[config.mk]
export PLATFORM = sky130hd
export DESIGN_NAME = ex_mem_wb_pipe
export DESIGN_NICKNAME = d
export VERILOG_FILES = /design/src/rtl/pipe_pkg.sv /design/src/rtl/pipe_slice.sv /design/src/rtl/ex_mem_wb_pipe.sv
export SDC_FILE = /design/constraint.sdc
export NUM_CORES = 1
export LEC_CHECK = 0
export CORE_ASPECT_RATIO = 1.1
export CORE_MARGIN = 1.5
export CORE_UTILIZATION = 38
export DETAILED_ROUTE_END_ITERATION = 6
export PLACE_DENSITY_LB_ADDON = 0.2
export SYNTH_ARGS = -nofsm -noshare
export SYNTH_HDL_FRONTEND = slang
export SYNTH_HIERARCHICAL = 1
export SYNTH_SLANG_ARGS = --single-unit
[constraint.sdc]
create_clock -name clk -period 1.39 [get_ports clk]
set_input_delay 0.417 -clock clk [delete_from_list [all_inputs] [get_ports clk]]
set_output_delay 0.417 -clock clk [all_outputs]
set_load 0.01 [all_outputs]
[src/rtl/pipe_pkg.sv]
// Shared types and defaults for the EX/MEM and MEM/WB pipeline register chain.
package pipe_pkg;

    localparam int DATA_W_DEF     = 32;
    localparam int REG_ADDR_W_DEF = 5;

    typedef logic [REG_ADDR_W_DEF-1:0] reg_addr_t;

    localparam reg_addr_t REG_ZERO = '0;

    typedef struct packed {
        logic regwrite;
        logic memtoreg;
        logic memread;
        logic memwrite;
    } mem_ctrl_t;

endpackage

[src/rtl/pipe_slice.sv]
// One pipeline register of parameterised width: hold keeps contents, bubble loads zeros.
module pipe_slice #(
    parameter int W = 8
) (
    input  logic         clk,
    input  logic         rst_n,
    input  logic         hold_i,
    input  logic         bubble_i,
    input  logic [W-1:0] d_i,
    output logic [W-1:0] q_o
);

    logic [W-1:0] q_d;
    logic [W-1:0] q_q;

    // NOTE: q_d gets a default before any branch so no path leaves it unassigned (no latch).
    always_comb begin
        q_d = q_q;
        if (!hold_i) begin
            q_d = bubble_i ? '0 : d_i;
        end
    end

    // NOTE: state registers use non-blocking assignment so every flop samples pre-edge values.
    always_ff @(posedge clk or negedge rst_n) begin
        if (!rst_n) begin
            q_q <= '0;
        end else begin
            q_q <= q_d;
        end
    end

    assign q_o = q_q;

endmodule

[src/rtl/ex_mem_wb_pipe.sv]
// EX/MEM and MEM/WB register chain feeding the forwarding unit, with MEM stall and EX flush.
// Optional retired-instruction counter enabled by defining PIPE_RETIRE_CNT_EN.
module ex_mem_wb_pipe
    import pipe_pkg::*;
#(
    parameter int DATA_W     = DATA_W_DEF,
    parameter int REG_ADDR_W = REG_ADDR_W_DEF
) (
    input  logic                  clk,
    input  logic                  rst_n,
    input  logic                  ex_valid,
    input  logic [REG_ADDR_W-1:0] ex_rd,
    input  logic                  ex_regwrite,
    input  logic                  ex_memtoreg,
    input  logic                  ex_memread,
    input  logic                  ex_memwrite,
    input  logic [DATA_W-1:0]     ex_alu_result,
    input  logic [DATA_W-1:0]     ex_store_data,
    input  logic                  flush_ex,
    input  logic                  mem_stall,
    input  logic [DATA_W-1:0]     mem_load_data,
    output logic                  ex_hold,
    output logic                  mem_valid,
    output logic [REG_ADDR_W-1:0] mem_rd,
    output logic                  mem_regwrite,
    output logic                  mem_memread,
    output logic                  mem_memwrite,
    output logic [DATA_W-1:0]     mem_alu_result,
    output logic [DATA_W-1:0]     mem_store_data,
    output logic                  wb_valid,
    output logic [REG_ADDR_W-1:0] wb_rd,
    output logic                  wb_regwrite,
    output logic [DATA_W-1:0]     wb_data,
    output logic [31:0]           retire_cnt
);

    localparam int EXM_W = 1 + $bits(mem_ctrl_t) + REG_ADDR_W + 2 * DATA_W;
    localparam int MWB_W = 2 + REG_ADDR_W + DATA_W;

    mem_ctrl_t        ex_ctrl;
    mem_ctrl_t        mem_ctrl_q;
    logic             mem_valid_q;
    logic [EXM_W-1:0] exm_d;
    logic [EXM_W-1:0] exm_q;
    logic [MWB_W-1:0] mwb_d;
    logic [MWB_W-1:0] mwb_q;
    logic             wb_regwrite_q;

    assign ex_ctrl.regwrite = ex_regwrite;
    assign ex_ctrl.memtoreg = ex_memtoreg;
    assign ex_ctrl.memread  = ex_memread;
    assign ex_ctrl.memwrite = ex_memwrite;

    assign exm_d = {ex_valid, ex_ctrl, ex_rd, ex_alu_result, ex_store_data};

    // A stalled MEM stage freezes EX/MEM entirely, so a flush arriving then is dropped.
    pipe_slice #(.W(EXM_W)) u_ex_mem (
        .clk      (clk),
        .rst_n    (rst_n),
        .hold_i   (mem_stall),
        .bubble_i (flush_ex),
        .d_i      (exm_d),
        .q_o      (exm_q)
    );

    assign {mem_valid_q, mem_ctrl_q, mem_rd, mem_alu_result, mem_store_data} = exm_q;

    assign mwb_d = {mem_valid_q, mem_ctrl_q.regwrite, mem_rd,
                    mem_ctrl_q.memtoreg ? mem_load_data : mem_alu_result};

    // The stalled MEM instruction has not completed, so WB receives a bubble instead.
    pipe_slice #(.W(MWB_W)) u_mem_wb (
        .clk      (clk),
        .rst_n    (rst_n),
        .hold_i   (1'b0),
        .bubble_i (mem_stall),
        .d_i      (mwb_d),
        .q_o      (mwb_q)
    );

    assign {wb_valid, wb_regwrite_q, wb_rd, wb_data} = mwb_q;

    assign ex_hold      = mem_stall;
    assign mem_valid    = mem_valid_q;
    assign mem_regwrite = mem_valid_q & mem_ctrl_q.regwrite & (mem_rd != REG_ADDR_W'(REG_ZERO));
    assign mem_memread  = mem_valid_q & mem_ctrl_q.memread;
    assign mem_memwrite = mem_valid_q & mem_ctrl_q.memwrite;
    assign wb_regwrite  = wb_valid & wb_regwrite_q & (wb_rd != REG_ADDR_W'(REG_ZERO));

`ifdef PIPE_RETIRE_CNT_EN
    logic [31:0] retire_cnt_q;

    always_ff @(posedge clk or negedge rst_n) begin
        if (!rst_n) begin
            retire_cnt_q <= '0;
        end else if (wb_valid) begin
            retire_cnt_q <= retire_cnt_q + 32'd1;
        end
    end

    assign retire_cnt = retire_cnt_q;
`else
    assign retire_cnt = '0;
`endif

endmodule

==> results of run 1 <==
metrics by stage:
| stage | hold WS [ns] | TNS (ns) | instance area [µm²] |
|---|---|---|---|
| 6_report | 0.454 | -3.15 | 8730 |
| 3_3_place_gp | 0.341 | -1.30 | 7970 |
| 5_1_grt | 0.465 | -4.28 | 8730 |
| 3_5_place_dp | 0.341 | -1.40 | 7970 |
| 2_1_floorplan | 0.121 | -0.247 | 5670 |
| 4_1_cts | 0.444 | -3.37 | 8410 |
power by group through the flow:
stage	Combinational [mW]	Clock [mW]	Sequential (mW)
final	1.95	4.63	3.71
after global routing	2.13	4.89	3.74
after CTS	1.82	4.73	3.70
after detailed placement	1.89	0	3.77
after global placement	1.86	0	3.75
after floorplan	0.744	0	3.87
path summary, 6_finish.rpt:
| kind | from | end | slack, ns | cells after the start |
|---|---|---|---|---|
| max | u_ex_mem/q_o[67] | mem_regwrite | -0.67 | 3 |
| min | rst_n | u_ex_mem/q_o[42] | 0.45 | 2 |
| max reg2reg | u_ex_mem/q_o[65] | u_ex_mem/q_o[65] | 0.07 | 8 |
| min reg2reg | u_ex_mem/q_o[14] | u_ex_mem/q_o[14] | 0.48 | 2 |
| max in group asynchronous | rst_n | u_ex_mem/q_o[5] | 0.45 | 3 |
| min in group clk | mem_stall | u_ex_mem/q_o[15] | 0.46 | 3 |
logic make-up (layout without fill, tap and decap cells):
kind of cell	after synthesis	in the layout	share of synthesized area, %
and+or+nand+nor	228	228	21.9
other	1	33	0.0675
AOI/OAI and AO/OA	115	115	11.4
buffers and inverters	74	338	9.22
muxes	32	32	6.49
DFF	113	113	50.9
critical path: stages (launching register included):
cell and delay [ns]:
sky130_fd_sc_hd__dfrtp_1 0.38, sky130_fd_sc_hd__or3_1 0.39, sky130_fd_sc_hd__o311a_1 0.31, sky130_fd_sc_hd__buf_2 0.15
routing by layer:
layer,part of all wire (%),GRT usage [%],wire [µm]
met1,41,23.5,6240
met2,49,31.7,7320
met3,7.8,7.04,1180
met4,2.2,8.90,330
met5,0,0,0
sequential cells by signal, indices dropped and copies added (netlist names):
| register | flops |
|---|---|
| u_mem_wb/q_o | 39 |
| u_ex_mem/q_o | 74 |
Yosys cell counts:
master	instances
sky130_fd_sc_hd__mux2_1	2
sky130_fd_sc_hd__dfrtp_1	113
sky130_fd_sc_hd__o21ai_2	10
sky130_fd_sc_hd__buf_4	37
sky130_fd_sc_hd__mux2_2	30
sky130_fd_sc_hd__buf_6	8
sky130_fd_sc_hd__o21ai_1	80
sky130_fd_sc_hd__clkbuf_1	7
sky130_fd_sc_hd__nand2b_4	10
sky130_fd_sc_hd__nor2_1	2
sky130_fd_sc_hd__clkbuf_2	2
sky130_fd_sc_hd__nand2_1	111
sky130_fd_sc_hd__o21ai_0	21
sky130_fd_sc_hd__a22o_1	2
sky130_fd_sc_hd__conb_1	1
sky130_fd_sc_hd__buf_2	18
sky130_fd_sc_hd__or3_1	2
sky130_fd_sc_hd__buf_1	1
sky130_fd_sc_hd__clkbuf_8	1
sky130_fd_sc_hd__and2_1	2
sky130_fd_sc_hd__o311a_1	2
sky130_fd_sc_hd__nand2b_1	101
layout make-up:
class	count	area (µm²)	share of cell area [%]
sequential	113	2830	32.4
timing repair buffer	307	2700	30.9
multi-input combinational	408	2340	26.8
clock buffer	21	470	5.39
tap	192	240	2.75
clock inverter	10	158	1.81
timing repair:
action	CTS	global route
hold buffers	1	0
endpoints found under the setup margin	113	75
endpoints found under the hold margin	15	0
gates resized for setup	479	30
buffers inserted	31	30
pin swaps	1	1
==> impl_metrics.prom, run 1 <==
# TYPE chip_impl_metric gauge
chip_impl_metric{name="fillerInstances",unit=""} 1226
chip_impl_metric{name="cts.path.max_buffers",unit=""} 2
chip_impl_metric{name="worst_setup_hold_path_clk_slew",unit="ns"} 0.05
chip_impl_metric{name="final_hold_viol_count",unit=""} 0
chip_impl_metric{name="timing.final.crit_share",unit="%"} 148
chip_impl_info{name="status",value="finished with violations"} 1
chip_impl_metric{name="post_route_cells_drive_above_1_share",unit="%"} 32.7
chip_impl_metric{name="grt_max_degree",unit=""} 79
chip_impl_metric{name="drtPass1Iterations",unit=""} 4
chip_impl_metric{name="period_needed",unit="ns"} 2.06
chip_impl_metric{name="antenna_cells_inserted",unit=""} 0
chip_impl_metric{name="finish.utilization",unit="%"} 60.9
chip_impl_metric{name="clockPowerShare",unit="%"} 45.0
chip_impl_metric{name="grt_remaining_overflow",unit=""} 0
chip_impl_info{name="hold_path.class",value="input pin to async pin"} 1
chip_impl_metric{name="final-setup-viol-count",unit=""} 16
chip_impl_info{name="layout_commonest_cell",value="sky130_fd_sc_hd__dfrtp_1"} 1
chip_impl_metric{name="track_usage",unit="%"} 19.5
chip_impl_metric{name="p_sw_share",unit="%"} 24.5
chip_impl_metric{name="drt.antenna.violating_nets",unit=""} 0
chip_impl_metric{name="num-nets-final",unit=""} 957
chip_impl_metric{name="comb_power_share",unit="%"} 19.0
chip_impl_metric{name="chipWidth",unit="µm"} 118
chip_impl_metric{name="cellPowerDensity",unit="mW/mm²"} 1180
chip_impl_metric{name="post-synth-top-area-fraction",unit="%"} 50.9
chip_impl_metric{name="tritoncts_num_sinks",unit=""} 113
chip_impl_metric{name="initial_antenna_violation_count",unit=""} 0
chip_impl_metric{name="power",unit="mW"} 10.3
chip_impl_metric{name="worst_slack_after_detailed_placement",unit="ns"} -0.548
chip_impl_metric{name="dp.final_hpwl",unit="µm"} 9970
chip_impl_info{name="cts_root_buffer",value="sky130_fd_sc_hd__clkbuf_16"} 1
chip_impl_metric{name="final_standard_cell_count_with_taps_included_and_fillers_excluded",unit=""} 1051
chip_impl_metric{name="crit_required",unit="ns"} 0.97
chip_impl_info{name="rsz_0062_raised_after_global_routing",value="yes"} 1
chip_impl_metric{name="number_of_register_bits_inferred_by_synthesis",unit=""} 113
chip_impl_metric{name="floorplan.initialDensity",unit="%"} 38.7
chip_impl_metric{name="avgSynthCellArea",unit="µm²"} 9.86
chip_impl_metric{name="wire_length_per_cell",unit="µm"} 14.3
chip_impl_metric{name="power_leakage",unit="nW"} 4.20
chip_impl_metric{name="numCtsBuffers",unit=""} 17
chip_impl_metric{name="total_switching_power",unit="mW"} 2.52
chip_impl_metric{name="port_buffers",unit=""} 222
chip_impl_metric{name="routabilityCongestion",unit=""} 0.769
chip_impl_metric{name="pwr-share-seq",unit="%"} 36.0
chip_impl_metric{name="syn_inst",unit=""} 563
chip_impl_metric{name="io_pins",unit=""} 255
chip_impl_metric{name="crit_path_max_fanout",unit=""} 2
chip_impl_metric{name="vias",unit=""} 4782
chip_impl_info{name="cell_type_contributing_the_most_total_cell_area_after_synthesis",value="sky130_fd_sc_hd__dfrtp_1"} 1
chip_impl_metric{name="areaGrowthSynthToFinish",unit="%"} 57.3
chip_impl_metric{name="drc",unit=""} 0
chip_impl_metric{name="cellInternalPower",unit="mW"} 7.77
chip_impl_info{name="setup.worst_path.end_class",value="output pin"} 1
chip_impl_metric{name="grt_pass1_wl",unit="µm"} 23500
chip_impl_metric{name="routed_wirelength",unit="µm"} 15100
chip_impl_info{name="netlist_top_cells_area",value="sky130_fd_sc_hd__dfrtp_1 (51%), sky130_fd_sc_hd__nand2b_1 (11%), sky130_fd_sc_hd__nand2_1 (7.5%)"} 1
chip_impl_metric{name="worst_ir_drop_vdd",unit="µV"} 768
chip_impl_metric{name="finalClockSkew",unit="ns"} 0.00577
chip_impl_metric{name="design.die.area",unit="mm²"} 0.0153
chip_impl_metric{name="ctsHtreeMaxLevel",unit=""} 4
chip_impl_info{name="setup.worst_path.start_class",value="flop"} 1
chip_impl_metric{name="post_synth_instance_area",unit="mm²"} 0.00555
chip_impl_info{name="cts_tree",value="done"} 1
chip_impl_metric{name="seq_area_frac_synth",unit="%"} 50.9
chip_impl_metric{name="die_height",unit="µm"} 130
chip_impl_metric{name="dp_cells",unit=""} 966
chip_impl_metric{name="synth_cell_type_count",unit=""} 22
chip_impl_metric{name="drt_iter0_markers",unit=""} 200
chip_impl_metric{name="synth-warning-count",unit=""} 6
chip_impl_metric{name="number_of_pins_with_negative_max_slew_slack_in_the_final_report",unit=""} 0
chip_impl_metric{name="core_region_area",unit="mm²"} 0.0143
chip_impl_metric{name="achievable-frequency",unit="GHz"} 0.485
chip_impl_info{name="layout_common_cells",value="sky130_fd_sc_hd__dfrtp_1 (113), sky130_fd_sc_hd__nand2_1 (111), sky130_fd_sc_hd__clkdlybuf4s50_1 (106), sky130_fd_sc_hd__nand2b_1 (101), sky130_fd_sc_hd__o21ai_1 (80)"} 1
chip_impl_metric{name="clock_latency",unit="ns"} 0.42
chip_impl_metric{name="rows",unit=""} 46
chip_impl_metric{name="setup_ws",unit="ns"} -0.674
chip_impl_metric{name="via_count_of_the_first_global_routing_pass",unit=""} 4742
chip_impl_metric{name="cp_data_arrival_time",unit="ns"} 1.65
chip_impl_metric{name="routed_via_density",unit=""} 4.55
chip_impl_info{name="violated_checks",value="negative setup slack"} 1
chip_impl_info{name="timing_worst_setup_path_type",value="flop to output pin"} 1
chip_impl_metric{name="cap_violations",unit=""} 0
(Power assumes the default switching activity.)
==> run 2, diff against run 1 <==
--- a/config.mk
+++ b/config.mk
@@ -9,7 +9,7 @@
 export CORE_MARGIN = 1.5
 export CORE_UTILIZATION = 38
 export DETAILED_ROUTE_END_ITERATION = 6
-export PLACE_DENSITY_LB_ADDON = 0.2
+export PLACE_DENSITY = 0.84
 export SYNTH_ARGS = -nofsm -noshare
 export SYNTH_HDL_FRONTEND = slang
 export SYNTH_HIERARCHICAL = 1
==> impl_metrics.prom, run 2 (synthesis results as in run 1) <==
# TYPE chip_impl_metric gauge
chip_impl_info{name="status",value="finished with violations"} 1
chip_impl_info{name="violated_checks",value="negative setup slack"} 1
chip_impl_metric{name="grt_max_degree",unit=""} 79
chip_impl_metric{name="finish.utilization",unit="%"} 58.2
chip_impl_metric{name="antenna_cells_inserted",unit=""} 0
chip_impl_info{name="cts_root_buffer",value="sky130_fd_sc_hd__clkbuf_16"} 1
chip_impl_metric{name="cap_violations",unit=""} 0
chip_impl_metric{name="core_region_area",unit="mm²"} 0.0143
chip_impl_metric{name="die_height",unit="µm"} 130
chip_impl_metric{name="drt_iter0_markers",unit=""} 263
chip_impl_metric{name="cts.path.max_buffers",unit=""} 2
chip_impl_metric{name="crit_required",unit="ns"} 0.97
chip_impl_metric{name="dp.final_hpwl",unit="µm"} 9650
chip_impl_metric{name="port_buffers",unit=""} 222
chip_impl_info{name="timing_worst_setup_path_type",value="flop to output pin"} 1
chip_impl_metric{name="num-nets-final",unit=""} 933
chip_impl_metric{name="worst_setup_hold_path_clk_slew",unit="ns"} 0.05
chip_impl_metric{name="cellPowerDensity",unit="mW/mm²"} 1150
chip_impl_metric{name="routed_wirelength",unit="µm"} 14600
chip_impl_metric{name="floorplan.initialDensity",unit="%"} 38.7
chip_impl_info{name="setup.worst_path.end_class",value="output pin"} 1
chip_impl_info{name="hold_path.class",value="input pin to async pin"} 1
chip_impl_metric{name="power_leakage",unit="nW"} 4.02
chip_impl_metric{name="areaGrowthSynthToFinish",unit="%"} 50.3
chip_impl_metric{name="timing.final.crit_share",unit="%"} 147
chip_impl_metric{name="drc",unit=""} 0
chip_impl_metric{name="routed_via_density",unit=""} 4.51
chip_impl_metric{name="finalClockSkew",unit="ns"} 0.00801
chip_impl_metric{name="design.die.area",unit="mm²"} 0.0153
chip_impl_metric{name="worst_ir_drop_vdd",unit="µV"} 630
chip_impl_metric{name="setup_ws",unit="ns"} -0.649
chip_impl_metric{name="power",unit="mW"} 9.61
chip_impl_metric{name="dp_cells",unit=""} 968
chip_impl_metric{name="numCtsBuffers",unit=""} 17
chip_impl_metric{name="post_route_cells_drive_above_1_share",unit="%"} 30.3
chip_impl_metric{name="clock_latency",unit="ns"} 0.41
chip_impl_metric{name="via_count_of_the_first_global_routing_pass",unit=""} 4470
chip_impl_metric{name="cp_data_arrival_time",unit="ns"} 1.62
chip_impl_metric{name="crit_path_max_fanout",unit=""} 2
chip_impl_metric{name="fillerInstances",unit=""} 1239
chip_impl_metric{name="setup-tns-final",unit="ns"} -2.54
chip_impl_metric{name="drtPass1Iterations",unit=""} 5
chip_impl_metric{name="chipWidth",unit="µm"} 118
chip_impl_metric{name="largest_register_ffs",unit=""} 74
chip_impl_info{name="rsz_0062_raised_after_global_routing",value="yes"} 1
chip_impl_info{name="setup.worst_path.start_class",value="flop"} 1
chip_impl_metric{name="number_of_pins_with_negative_max_slew_slack_in_the_final_report",unit=""} 0
chip_impl_metric{name="ctsHtreeMaxLevel",unit=""} 4
chip_impl_info{name="layout_common_cells",value="sky130_fd_sc_hd__dfrtp_1 (113), sky130_fd_sc_hd__nand2_1 (111), sky130_fd_sc_hd__clkdlybuf4s50_1 (106), sky130_fd_sc_hd__nand2b_1 (101), sky130_fd_sc_hd__buf_2 (91)"} 1
chip_impl_metric{name="wire_length_per_cell",unit="µm"} 14.2
chip_impl_metric{name="final_hold_viol_count",unit=""} 0
chip_impl_metric{name="io_pins",unit=""} 255
chip_impl_metric{name="rows",unit=""} 46
chip_impl_metric{name="grt_remaining_overflow",unit=""} 0
chip_impl_metric{name="vias",unit=""} 4629
chip_impl_metric{name="initial_antenna_violation_count",unit=""} 0
chip_impl_metric{name="track_usage",unit="%"} 18.8
chip_impl_metric{name="drt.antenna.violating_nets",unit=""} 0
chip_impl_metric{name="routabilityCongestion",unit=""} 0.825
chip_impl_metric{name="worst_slack_after_detailed_placement",unit="ns"} -0.540
chip_impl_info{name="layout_commonest_cell",value="sky130_fd_sc_hd__dfrtp_1"} 1
chip_impl_metric{name="grt_pass1_wl",unit="µm"} 22600
chip_impl_metric{name="period_needed",unit="ns"} 2.04
chip_impl_metric{name="achievable-frequency",unit="GHz"} 0.490
chip_impl_metric{name="tritoncts_num_sinks",unit=""} 113
chip_impl_info{name="cts_tree",value="done"} 1
chip_impl_metric{name="final_standard_cell_count_with_taps_included_and_fillers_excluded",unit=""} 1026
chip_impl_metric{name="final-setup-viol-count",unit=""} 15
==> run 2: cell types whose count changed in the layout (fill, tap and decap cells not counted) <==
cell / change
sky130_fd_sc_hd__clkinv_2: +2
sky130_fd_sc_hd__buf_4: -15
sky130_fd_sc_hd__clkbuf_1: +3
sky130_fd_sc_hd__clkbuf_8: -1
sky130_fd_sc_hd__clkinvlp_4: -3
sky130_fd_sc_hd__buf_2: +13
sky130_fd_sc_hd__buf_12: -2
sky130_fd_sc_hd__buf_6: -20
sky130_fd_sc_hd__bufinv_16: -2
==> run 2: final timing paths <==
kind | endpoint | depth (start not counted) | slack (ns) | from
max reg2reg | u_mem_wb/q_o[19] | 4 | 0.16 | u_ex_mem/q_o[71]
min | u_ex_mem/q_o[58] | 2 | 0.41 | rst_n
max | mem_regwrite | 3 | -0.65 | u_ex_mem/q_o[65]
min in group clk | u_ex_mem/q_o[16] | 3 | 0.43 | mem_stall
min reg2reg | u_ex_mem/q_o[3] | 2 | 0.48 | u_ex_mem/q_o[3]
max in group asynchronous | u_ex_mem/q_o[23] | 3 | 0.44 | rst_n
==> run 2: through the flow <==
stage	hold slack [ns]	cell area, µm²
3_5_place_dp	0.297	7960
4_1_cts	0.405	8220
3_3_place_gp	0.293	7960
5_1_grt	0.427	8350
6_report	0.413	8350
2_1_floorplan	0.121	5670
==> run 2: cell type report <==
class / count / area, µm² / share of cell area, %
flip-flops and latches: 113 / 2830 / 33.9
clock buffers: 23 / 468 / 5.61
repair buffers: 283 / 2390 / 28.6
well taps: 192 / 240 / 2.88
clock inverters: 7 / 85.1 / 1.02
multi-input cells: 408 / 2340 / 28.0
==> run 2: repair_timing <==
| item | 4_1_cts | 5_1_grt |
|---|---|---|
| setup buffers | 20 | 10 |
| endpoints found under the hold margin | 11 | 0 |
| setup endpoints to repair | 113 | 33 |
| gates resized for setup | 477 | 12 |
| hold buffers | 1 | 0 |
| pin swaps | 0 | 1 |
| gates cloned | 0 | 0 |
==> run 2: worst max-delay path, stage by stage, from the launching register on <==
cell and delay, ns:
sky130_fd_sc_hd__dfrtp_1 0.38, sky130_fd_sc_hd__or3_1 0.39, sky130_fd_sc_hd__o311a_1 0.32, sky130_fd_sc_hd__buf_6 0.13
==> run 2: report_power, final <==
group          total, mW  switching (mW)  internal (mW)
Sequential          3.70           0.147           3.55
Clock               4.09            1.40           2.69
Combinational       1.81           0.832          0.983
Total               9.61            2.38           7.23
==> run 2: routing by layer <==
| layer | GRT usage (%) | up-vias | part of all wire, % |
|---|---|---|---|
| li1 | - | 2288 | - |
| met1 | 22.1 | 2160 | 41 |
| met2 | 32.4 | 164 | 52 |
| met3 | 5.51 | 17 | 6.2 |
| met4 | 7.75 | 0 | 1.7 |
| met5 | 0 | - | 0 |
==> RTL edit: new RTL, settings of run 2 <==
Add a define of `PIPE_RETIRE_CNT_EN`.
--- a/src/rtl/ex_mem_wb_pipe.sv
+++ b/src/rtl/ex_mem_wb_pipe.sv
@@ -1,4 +1,6 @@
 // EX/MEM and MEM/WB register chain feeding the forwarding unit, with MEM stall and EX flush.
 // Optional retired-instruction counter enabled by defining PIPE_RETIRE_CNT_EN.
+`define PIPE_RETIRE_CNT_EN
+
 module ex_mem_wb_pipe
     import pipe_pkg::*;
Behaviour: not the same (a bounded check fails within 4 cycles, from zero or initial values and one cycle with rst_n low).
==> RTL edit against run 2 <==
- the run still ends with negative setup slack left
- cell area increased by 37%
- core utilization increased by 8.4 points
- clock skew increased by 0.0042 ns
- setup slack got worse by 0.016 ns
- sequential share of layout area decreased by 2.1 points
- final cell count increased by 27%
- combinational power increased by 48%
- power increased by 28%
- count of clock-buffer cells in the layout unchanged
- synthesized area increased by 21%
- wire length increased by 52%
- sequential cell count increased by 32
==> RTL edit: results <==
group,metric,value,unit
global_routing,grt_use_met2,39.7,%
synth,syn_inst,650,
route,routed_wl,22.3,mm
setup_path,crit_family,"flip-flops",
clock_tree,hold_buffers,1,
outcome,status,"finished, violations left",
cells_and_area,largest_reg_flops,74,
synth,synth-compound-area-share,9.42,%
global_routing,grt_util_all_layers,23.0,%
setup_path,r2r_cells,7,
global_routing,met3_usage,6.84,%
setup_path,critPathLaunch,"u_ex_mem/q_o[65]",
route,drt_pass1_iterations,5,
outcome,violations,"negative setup slack",
place,dp_cells,1171,
sta,fin_ws,-0.666,ns
power,p_leak,5.58,nW
power,switching_share,25.5,%
setup_path,critPathSlowestCell,"dfrtp_1",
place,dpl.hpwl,13.7,mm
setup_path,max_stage_delay,0.38,ns
clock_tree,cts_resized,641,
route,met1_length,8.42,mm
power,peakVddDrop,934,uV
synth,synth.yosys.seq_area_share,54.1,%
power,p_seq,0.00477,W
synth,synthAdderAreaFrac,0.186,%
clock_tree,cts_setup_buffers,62,
synth,synth_mux_area_share,5.54,%
route,wl_met2,11.5,mm
setup_path,r2r_setup_slack,-0.34,ns
power,clkPwrFrac,39.4,%
clock_tree,cts_root_buffer,"clkbuf_16",
setup_path,critPathMaxFanout,2,
cells_and_area,drive_gt1_share,41.9,%
place,dp_slack,-0.576,ns
power,seq_power_share,38.8,%
route,drt_iter0_markers,312,
setup_path,rr_endpoint,"retire_cnt[16]",
synth,ys_types,33,
global_routing,use_met1,25.9,%
place,placed_cell_area,10000,um^2
synth,synth_area_leaders,"dfrtp_1 54%, nand2b_1 9.4%, nand2_1 6.7%",
sta,setup_violations,55,
cells_and_area,fin_nets,1164,
place,routabilityCongestion,0.793,
sta,clock_skew,0.0122,ns
synth,ys_top_cells_by_count,"145 x dfrtp_1, 119 x nand2_1, 101 x nand2b_1, 80 x o21ai_1, 33 x mux2_2",
setup_path,crit_arrival,1.64,ns
place,port_buffers,254,
route,via_per_inst,4.85,
route,dr_wl_met3,1.43,mm
setup_path,rr_startpoint,"retire_cnt[1]",
global_routing,grt_pass1_wl,32.3,mm
sta,final.setup.tns,-9.92,ns
synth,synth_xor_area_share,4.05,%
route,via_count,6300,
setup_path,crit_path_end,"mem_regwrite",
[RTL edit: worst min path at each step]
| stage | to | from | cells after the start | slack [ns] |
|---|---|---|---|---|
| 5_1_grt | u_ex_mem/q_o[28] | u_ex_mem/q_o[28] | 2 | 0.50 |
| 4_1_cts | retire_cnt[10] | rst_n | 2 | 0.47 |
| 3_3_place_gp | retire_cnt[10] | rst_n | 1 | 0.34 |
| 3_5_place_dp | retire_cnt[10] | rst_n | 1 | 0.35 |
| 6_report | retire_cnt[4] | rst_n | 2 | 0.48 |
| 2_1_floorplan | retire_cnt[0] | rst_n | 0 | 0.12 |
[RTL edit: area by class of cell]
cell class                 count  area [um^2]
sequential                   145         3630
fill                        1317         5720
tap                          234          293
inverter                       3         11.3
clock buffer                  23          498
timing repair buffer         428         3800
clock inverter                 8          126
multi-input combinational    458         3060
